[src/rtl/dfu_boot_supervisor.sv]
// Reset, boot-timeout and warmboot supervisor for the TinyDFU bootloader tops,
// with an integrated status-LED pattern generator.
`timescale 1ns/1ps

module dfu_boot_supervisor #(
    parameter int CLK_HZ          = 12000000,
    parameter int RESET_CYCLES    = 12000,
    parameter int BOOT_TIMEOUT_MS = 3000,
    parameter int DETACH_CYCLES   = 1200,
    parameter int DEFAULT_IMAGE   = 1,
    parameter int BLINK_SHIFT     = 20,
    parameter int LED_ACTIVE_LOW  = 0
) (
    input  logic       clk,
    input  logic       reset_n,
    input  logic       pll_locked,
    input  logic       usb_configured,
    input  logic       dfu_detach,
    input  logic [7:0] dfu_state,
    input  logic [1:0] boot_image_req,
    output logic       core_reset,
    output logic [1:0] warmboot_s,
    output logic       warmboot_boot,
    output logic       led,
    output logic [2:0] sup_state
);

    localparam logic [63:0] BOOT_CYCLES = 64'(CLK_HZ) / 64'd1000 * 64'(BOOT_TIMEOUT_MS);
    localparam int BOOT_W = (BOOT_CYCLES > 64'd0) ? $clog2(BOOT_CYCLES + 64'd1) : 1;
    localparam int RST_W  = (RESET_CYCLES > 0) ? $clog2(RESET_CYCLES + 1) : 1;
    localparam int DET_W  = (DETACH_CYCLES > 0) ? $clog2(DETACH_CYCLES + 1) : 1;

    localparam logic [BOOT_W-1:0] BOOT_LOAD = BOOT_W'(BOOT_CYCLES);
    localparam logic [RST_W-1:0]  RST_LOAD  = RST_W'(RESET_CYCLES);
    localparam logic [DET_W-1:0]  DET_LOAD  = DET_W'(DETACH_CYCLES);
    localparam logic [1:0]        DEF_IMAGE = 2'(DEFAULT_IMAGE);
    localparam logic              LED_INV   = (LED_ACTIVE_LOW != 0);

    localparam int B = BLINK_SHIFT;
    // Bits above B+3 never reach the LED, so the free-running counter stops there.
    localparam int CNT_W = B + 4;

    typedef enum logic [2:0] {
        RESET_HOLD  = 3'd0,
        WAIT_ENUM   = 3'd1,
        STAY        = 3'd2,
        DETACH_WAIT = 3'd3,
        BOOT        = 3'd4
    } sup_state_t;

    sup_state_t        state;
    logic [RST_W-1:0]  rst_cnt;
    logic [BOOT_W-1:0] boot_cnt;
    logic [DET_W-1:0]  det_cnt;
    logic [1:0]        image;
    logic [CNT_W-1:0]  led_counter;

    logic       idle;
    logic       busy;
    logic       led_raw;
    logic [4:0] pwm_phase;
    logic [4:0] pwm;

    assign sup_state = state;

    always_ff @(posedge clk or negedge reset_n) begin
        if (!reset_n) begin
            state         <= RESET_HOLD;
            rst_cnt       <= RST_LOAD;
            boot_cnt      <= BOOT_LOAD;
            det_cnt       <= DET_LOAD;
            image         <= '0;
            core_reset    <= 1'b1;
            warmboot_boot <= 1'b0;
            warmboot_s    <= '0;
        end else begin
            warmboot_boot <= (state == BOOT);
            warmboot_s    <= (state == BOOT) ? image : '0;
            case (state)
                RESET_HOLD: begin
                    if (rst_cnt == '0) begin
                        state      <= WAIT_ENUM;
                        core_reset <= 1'b0;
                    end else if (pll_locked) begin
                        rst_cnt <= rst_cnt - RST_W'(1);
                    end
                end
                WAIT_ENUM: begin
                    if (pll_locked && boot_cnt != '0)
                        boot_cnt <= boot_cnt - BOOT_W'(1);
                    if (dfu_detach) begin
                        image   <= boot_image_req;
                        det_cnt <= DET_LOAD;
                        state   <= DETACH_WAIT;
                    end else if (usb_configured) begin
                        state <= STAY;
                    end else if (boot_cnt == '0 || (pll_locked && boot_cnt == BOOT_W'(1))) begin
                        // Leave on the edge the count reaches zero: BOOT lands on the
                        // BOOT_CYCLES-th locked edge, warmboot_boot one edge later.
                        image <= DEF_IMAGE;
                        state <= BOOT;
                    end
                end
                STAY: begin
                    if (dfu_detach) begin
                        image   <= boot_image_req;
                        det_cnt <= DET_LOAD;
                        state   <= DETACH_WAIT;
                    end
                end
                DETACH_WAIT: begin
                    if (det_cnt == '0)
                        state <= BOOT;
                    else
                        det_cnt <= det_cnt - DET_W'(1);
                end
                BOOT: ;
                default: state <= RESET_HOLD;
            endcase
        end
    end

    always_comb begin
        idle      = (led_counter[B+2:B] == 3'd3) || (led_counter[B+2:B] == 3'd5);
        pwm_phase = led_counter[B+2:B-2];
        pwm       = led_counter[B+3] ? pwm_phase : (5'd31 - pwm_phase);
        busy      = (led_counter[B-3:B-7] >= pwm);
        case (dfu_state)
            8'h00:   led_raw = ~idle;
            8'h02:   led_raw = idle;
            8'h0A:   led_raw = led_counter[B-1];
            default: led_raw = busy;
        endcase
        if (state == RESET_HOLD || state == BOOT)
            led_raw = 1'b0;
    end

    always_ff @(posedge clk or negedge reset_n) begin
        if (!reset_n) begin
            led_counter <= '0;
            led         <= LED_INV;
        end else begin
            led_counter <= led_counter + CNT_W'(1);
            led         <= led_raw ^ LED_INV;
        end
    end

endmodule

[config.mk]
export PLATFORM = sky130hd
export DESIGN_NAME = dfu_boot_supervisor
export DESIGN_NICKNAME = d
export VERILOG_FILES = /design/src/rtl/dfu_boot_supervisor.sv
export SDC_FILE = /design/constraint.sdc
export NUM_CORES = 1
export LEC_CHECK = 0
export BUFFER_PORTS_ARGS = -buffer_cell sky130_fd_sc_hd__buf_2
export CORE_MARGIN = 4
export CORE_UTILIZATION = 33
export CTS_BUF_LIST = sky130_fd_sc_hd__clkbuf_4 sky130_fd_sc_hd__clkbuf_8
export CTS_CLUSTER_DIAMETER = 50
export DETAILED_ROUTE_END_ITERATION = 10
export PLACE_DENSITY = 0.45
export SETUP_SLACK_MARGIN = 0.4
export SYNTH_ARGS = -nofsm -noshare
export SYNTH_HDL_FRONTEND = slang
export SYNTH_SLANG_ARGS = --single-unit
[constraint.sdc]
create_clock -name clk -period 2.7 [get_ports clk]
set_input_delay 0.135 -clock clk [delete_from_list [all_inputs] [get_ports clk]]
set_output_delay 0.135 -clock clk [all_outputs]
set_load 0.02 [all_outputs]
# [Yosys cells after proc, flatten, opt, wreduce, memory -nomap -nowiden]
# Index checks and enable logic that the tools add are counted.
[totals] register_bits=85 in_bits=15 output_inout_bits=8
[classes] n_addsub=5 n_lt_le_gt_ge=1 n_eq_ne=17 muxes=19 bitwise_logic=3 n_reduce_logical=20
[op_table] op="== test 26 x 1 -> 1 bit, second input constant" n=1
[op_table] op="zero test 26 bit" n=1
[op_table] op="nonzero test 26 bit" n=1
[op_table] op="subtractor 26 x 1 -> 26 bit, second input constant" n=1
[op_table] op="adder 24 x 1 -> 24 bit, second input constant" n=1
[op_table] op="2-to-1 mux 11 bit" n=2
[op_table] op="one-hot mux 11 bit (2 select lines)" n=1
[op_table] op="2-to-1 mux 3 bit" n=6
[op_table] op="one-hot mux 3 bit (5 select lines)" n=1
[op_table] op="zero test 14 bit" n=1
[op_table] op="subtractor 14 x 1 -> 14 bit, second input constant" n=1
[op_table] op="zero test 11 bit" n=1
[op_table] op="subtractor 11 x 1 -> 11 bit, second input constant" n=1
[op_table] op="2-to-1 mux 2 bit" n=5
[op_table] op="== test 3 x 2 -> 1 bit, second input constant" n=3
[op_table] op="== test 8 x 2 -> 1 bit, second input constant" n=1
[op_table] op="== test 8 x 4 -> 1 bit, second input constant" n=1
[op_table] op="zero test 8 bit" n=1
[op_table] op="!= test 2 bit, second input constant" n=4
[op_table] op="== test 3 bit, second input constant" n=2
[op_table] op="!= test 3 bit, second input constant" n=2
[op_table] op="AND reduction 3 bit" n=2
[op_table] op="greater-or-equal comparator 5 bit" n=1
[op_table] op="2-to-1 mux 5 bit" n=1
[op_table] op="other kinds (16)" n=23

# [Depth between registers and ports, before layout]
[depth] depth_word=7 mapped_depth=8 ltp_nobuf=7

# [Least setup slack after synthesis]
# No wires, ideal clock.
[synth_path] path_kind="register to register" start="register boot_cnt[11]" end="register boot_cnt[23]" arrival_ps=2234 t_required_ps=2621 slack_ps=387 path_stages_with_launch=6 n_path_buf=0 period_less_slack_ps=2313 cell_sequence="dfrtp_1 -> or4_4 -> or4_4 -> or4_4 -> nor4_4 -> xor2_1"
[synth_between] elab_chain_cells=3
[synth_rtl] item="start, declared" line_no="53" rtl="logic [BOOT_W-1:0] boot_cnt;"
[synth_rtl] item="start signal, assigned" line_no="90" rtl="boot_cnt <= boot_cnt - BOOT_W'(1);"
[synth_rtl] item="parallel branches: the longest is 3 deep, another holds subtractor 26 x 1 -> 26 bit"
# Parallel ways; which one is timed is not known.
# A chain may end at the register's enable or synchronous reset.

# [Worst setup path after layout]
# Same ends and word-level chain as after synthesis.

==> tab_implementation.tex <==
\begin{tabular}{lr}
\hline
Metric & Value \\
\hline
\multicolumn{2}{l}{\textbf{Outcome}} \\
\quad Result of the run & complete, no violations \\
\multicolumn{2}{l}{\textbf{Hold path}} \\
\quad Worst hold path depth & 3 \\
\quad Hold-critical path endpoint & image[0] \\
\quad Worst min-delay path category & in -> reg \\
\quad Launch point of the worst hold path & boot\_image\_req[0] \\
\multicolumn{2}{l}{\textbf{Clock network}} \\
\quad CTS tree & done \\
\quad Root Buffer Master & clkbuf\_8 \\
\quad Clock transition time at the flip-flop clock pins of the worst setup and hold paths & 0.08 ns \\
\quad Num CTS Buffers & 9 \\
\quad Clock buffer depth & 2 \\
\quad Clock insertion delay at the later pin of the skew report & 0.37 ns \\
\quad Sink count of the clock tree & 85 \\
\quad H-Tree Level Count & 3 \\
\multicolumn{2}{l}{\textbf{Routing}} \\
\quad Per-cell via count in the routed design & 4.86 \\
\quad Routed length per instance & 13.7 um \\
\quad Count of routing violations after the opening detailed-route iteration & 160 \\
\quad Total via count in the routed design & 3047 \\
\quad Remaining antenna violation count after routing & 0 \\
\quad Number of detailed-route iterations in the first pass & 5 \\
\quad Remaining design rule violation count & 0 \\
\quad Sum of routed wire length over all layers & 8600 um \\
\multicolumn{2}{l}{\textbf{Setup path}} \\
\quad Worst reg2reg path depth & 5 \\
\quad Type of the worst setup path & reg -> reg \\
\quad Crit path capture type & flop \\
\quad Startpoint type of the worst setup path & flop \\
\quad Req. time, crit path & 2.99 ns \\
\quad Endpoint of the worst register-to-register path & boot\_cnt[23] \\
\quad Worst r2r src & boot\_cnt[11] \\
\quad Setup slack, reg-to-reg & 0.43 ns \\
\quad Top fanout value on the critical path & 5 \\
\quad Data arrival, critical path & 2.57 ns \\
\multicolumn{2}{l}{\textbf{Pwr}} \\
\quad Proportion of power drawn by the clock network & 23.7\% \\
\quad Leakage Power & 0.00228 uW \\
\quad Max VDD drop & 0.000401 V \\
\quad Sw Share & 34.7\% \\
\quad Pwr Total & 3950 uW \\
\quad Int Power & 2580 uW \\
\quad Part of the power in registers & 45.7\% \\
\quad Power dissipated by switching net loads & 1370 uW \\
\quad Total power density per cell area & 798 nW/um\^{}2 \\
\quad Logic pwr share & 30.6\% \\
\multicolumn{2}{l}{\textbf{STA}} \\
\quad Final Max Tran Viols & 0 \\
\quad Fin Clk Skew & 0.00872 ns \\
\quad Setup repair after global routing missed its margin & true \\
\quad Sum of negative setup slack & 0 ns \\
\quad Actual slew at the worst max-slew pin & 0.618 ns \\
\quad Ratio of final minimum period to clock period & 84.2\% \\
\quad Final hold violation count & 0 \\
\quad Worst relative slew slack & 58.7\% \\
\quad Fmax & 0.440 GHz \\
\quad Time the worst path needs with I/O delays and setup & 2.27 ns \\
\quad Total of endpoints with negative setup slack in the final report & 0 \\
\multicolumn{2}{l}{\textbf{Synth}} \\
\quad Area share of the largest cell type after synthesis & 38.7\% \\
\quad Share of synthesized area occupied by flip-flops and latches & 50.4\% \\
\quad Most common library cells after synthesis & dfrtp\_1 (66), xnor2\_1 (35), nor2\_1 (33) \\
\quad Async SR Flop Fraction & 100\% \\
\quad Cell types occupying the most area after synthesis & dfrtp\_1 (39\%), dfstp\_2 (12\%), xnor2\_1 (7.2\%) \\
\quad Area of the mapped netlist & 4270 um\^{}2 \\
\quad Synthesis-stage register bit count & 85 \\
\quad Average instance area after synthesis & 10.4 um\^{}2 \\
\quad Most frequent cell after synthesis & dfrtp\_1 \\
\quad Warning count from the yosys run & 0 \\
\quad Most used flip-flop cell after synthesis & dfrtp\_1 \\
\quad Synthesized instance count & 412 \\
\quad Post-Synthesis Net Count & 439 \\
\quad Post-synth EDFFs & 0 \\
\quad Distinct cells, synth & 51 \\
\quad Post-synthesis cell type with the largest combined area & dfrtp\_1 \\
\multicolumn{2}{l}{\textbf{Floorplanning}} \\
\quad Rows & 41 \\
\quad Height of the die & 122 um \\
\quad Die area & 14800 um\^{}2 \\
\quad Die Width & 122 um \\
\quad Starting density of the core & 33.7\% \\
\quad Core Box Area & 12700 um\^{}2 \\
\quad Number of placed I/O pins & 23 \\
\multicolumn{2}{l}{\textbf{Layout}} \\
\quad Share of post-route cells with drive strength above 1 & 19.8\% \\
\quad Area grow syn2layout & 15.8\% \\
\quad Number of antenna repair diodes & 0 \\
\quad Number of nets in the final layout & 478 \\
\quad Post-route core utilization & 39.0\% \\
\multicolumn{2}{l}{\textbf{Global routing}} \\
\quad Global-route wire length before repair & 14900 um \\
\quad Overflow left after global routing & 0 \\
\quad Largest net degree at the start of global routing & 47 \\
\quad Global-route total usage across every layer & 12.8\% \\
\quad Antenna violations before repair & 0 \\
\quad Number of global-route vias before repair & 3061 \\
\multicolumn{2}{l}{\textbf{Placement}} \\
\quad Port Buffers & 22 \\
\quad Placed wire-length estimate after detailed placement & 5920 um \\
\quad Placer's final routability congestion estimate & 0.756 \\
\multicolumn{2}{l}{\textbf{Flow run}} \\
\quad Max-cap viol count & 0 \\
\hline
\end{tabular}
worst max-delay path, cell delays in order, from the launching register on:
cell and delay (ns):
dfrtp_1 0.38, or4_4 0.55, or4_4 0.48, or4_4 0.48
nor4_4 0.16, xor2_1 0.16
worst max-delay path by stage:
stage / start / endpoint / slack, ns / depth (start not counted)
after floorplan: boot_cnt[11] / boot_cnt[18] / 0.47 / 5
after global placement: boot_cnt[11] / boot_cnt[24] / 0.39 / 5
after detailed placement: boot_cnt[11] / boot_cnt[24] / 0.32 / 5
after CTS: boot_cnt[11] / boot_cnt[23] / 0.41 / 5
after global routing: boot_cnt[11] / boot_cnt[23] / 0.36 / 5
final: boot_cnt[11] / boot_cnt[23] / 0.43 / 5
timing repair:
item / in CTS / in global routing
buffers inserted: 1 / 3
gates resized for setup: 2 / 8
pin swaps: 1 / 2
hold buffers: 1 / 0
setup endpoints to repair: 6 / 13
endpoints found under the hold margin: 32 / 0
power groups by stage:
stage	Clock, uW	Combinational [uW]	Sequential [uW]
after floorplan	0	791	1760
after detailed placement	0	1080	1820
final	935	1210	1800
after global routing	1040	1340	1840
after global placement	0	1070	1810
after CTS	988	1110	1790
layer usage:
metal  global-route usage, %  wire length (um)
met2                    19.6              3970
met3                    4.55               294
met1                    17.1              4240
met5                       0                 0
met4                    3.85                97
cell type report:
type                       instances  area, um^2
fill                            1275        7730
sequential                        85        2150
multi-input combinational        305        2090
timing repair buffer              37         240
tap                              172         215
clock buffer                      13         166
inverter                          13        48.8
clock inverter                     2        35.0
logic make-up (layout without fill, tap and decap cells):
kind of cell / Yosys count / count (layout) / synth area share, %
adders and majority gates: 12 / 12 / 3.51
xor gates and xnor gates: 66 / 66 / 13.5
DFF: 85 / 85 / 50.4
buffers and inverters: 22 / 65 / 1.96
and+or+nand+nor: 178 / 178 / 23.1
muxes: 3 / 3 / 0.762
AOI/OAI and AO/OA: 46 / 46 / 6.83
metrics by stage:
| stage | setup WS (ns) | hold WS, ns | area (um^2) | std cells |
|---|---|---|---|---|
| 2_1_floorplan | 0.469 | -0.161 | 4270 | 412 |
| 3_5_place_dp | 0.321 | 0.160 | 4650 | 607 |
| 3_3_place_gp | 0.388 | 0.165 | 4650 | 607 |
| 5_1_grt | 0.361 | 0.0283 | 4940 | 627 |
| 6_report | 0.426 | 0.0238 | 4940 | 627 |
| 4_1_cts | 0.406 | 0.00148 | 4880 | 624 |
cells in the final DEF, fill, tap and decap left out, types with 7 or more instances in the layout:
cell type / netlist / layout
nor2_1: 33 / 32
buf_2: 1 / 21
nand3_1: 20 / 20
and3_1: 7 / 7
nor3_1: 13 / 12
xnor2_1: 35 / 35
or4_1: 7 / 7
dfstp_2: 19 / 19
xor2_1: 31 / 31
ha_1: 12 / 12
nand2_1: 31 / 31
or3_1: 10 / 9
dfrtp_1: 66 / 66
nand2b_1: 7 / 7
a21oi_1: 17 / 17
inv_1: 13 / 13
o21ai_0: 8 / 8
nand4_1: 9 / 9
buf_4: 0 / 14
clkbuf_8: 0 / 11
nor4_1: 15 / 12
registers in the layout, indices dropped and copies added, names as in the netlist:
name	count
boot_cnt	26
led_counter	24
det_cnt	11
warmboot_s	2
warmboot_boot	1
core_reset	1
image	2
led	1
sup_state	3
rst_cnt	14
Power figures use the tool's default switching activity.
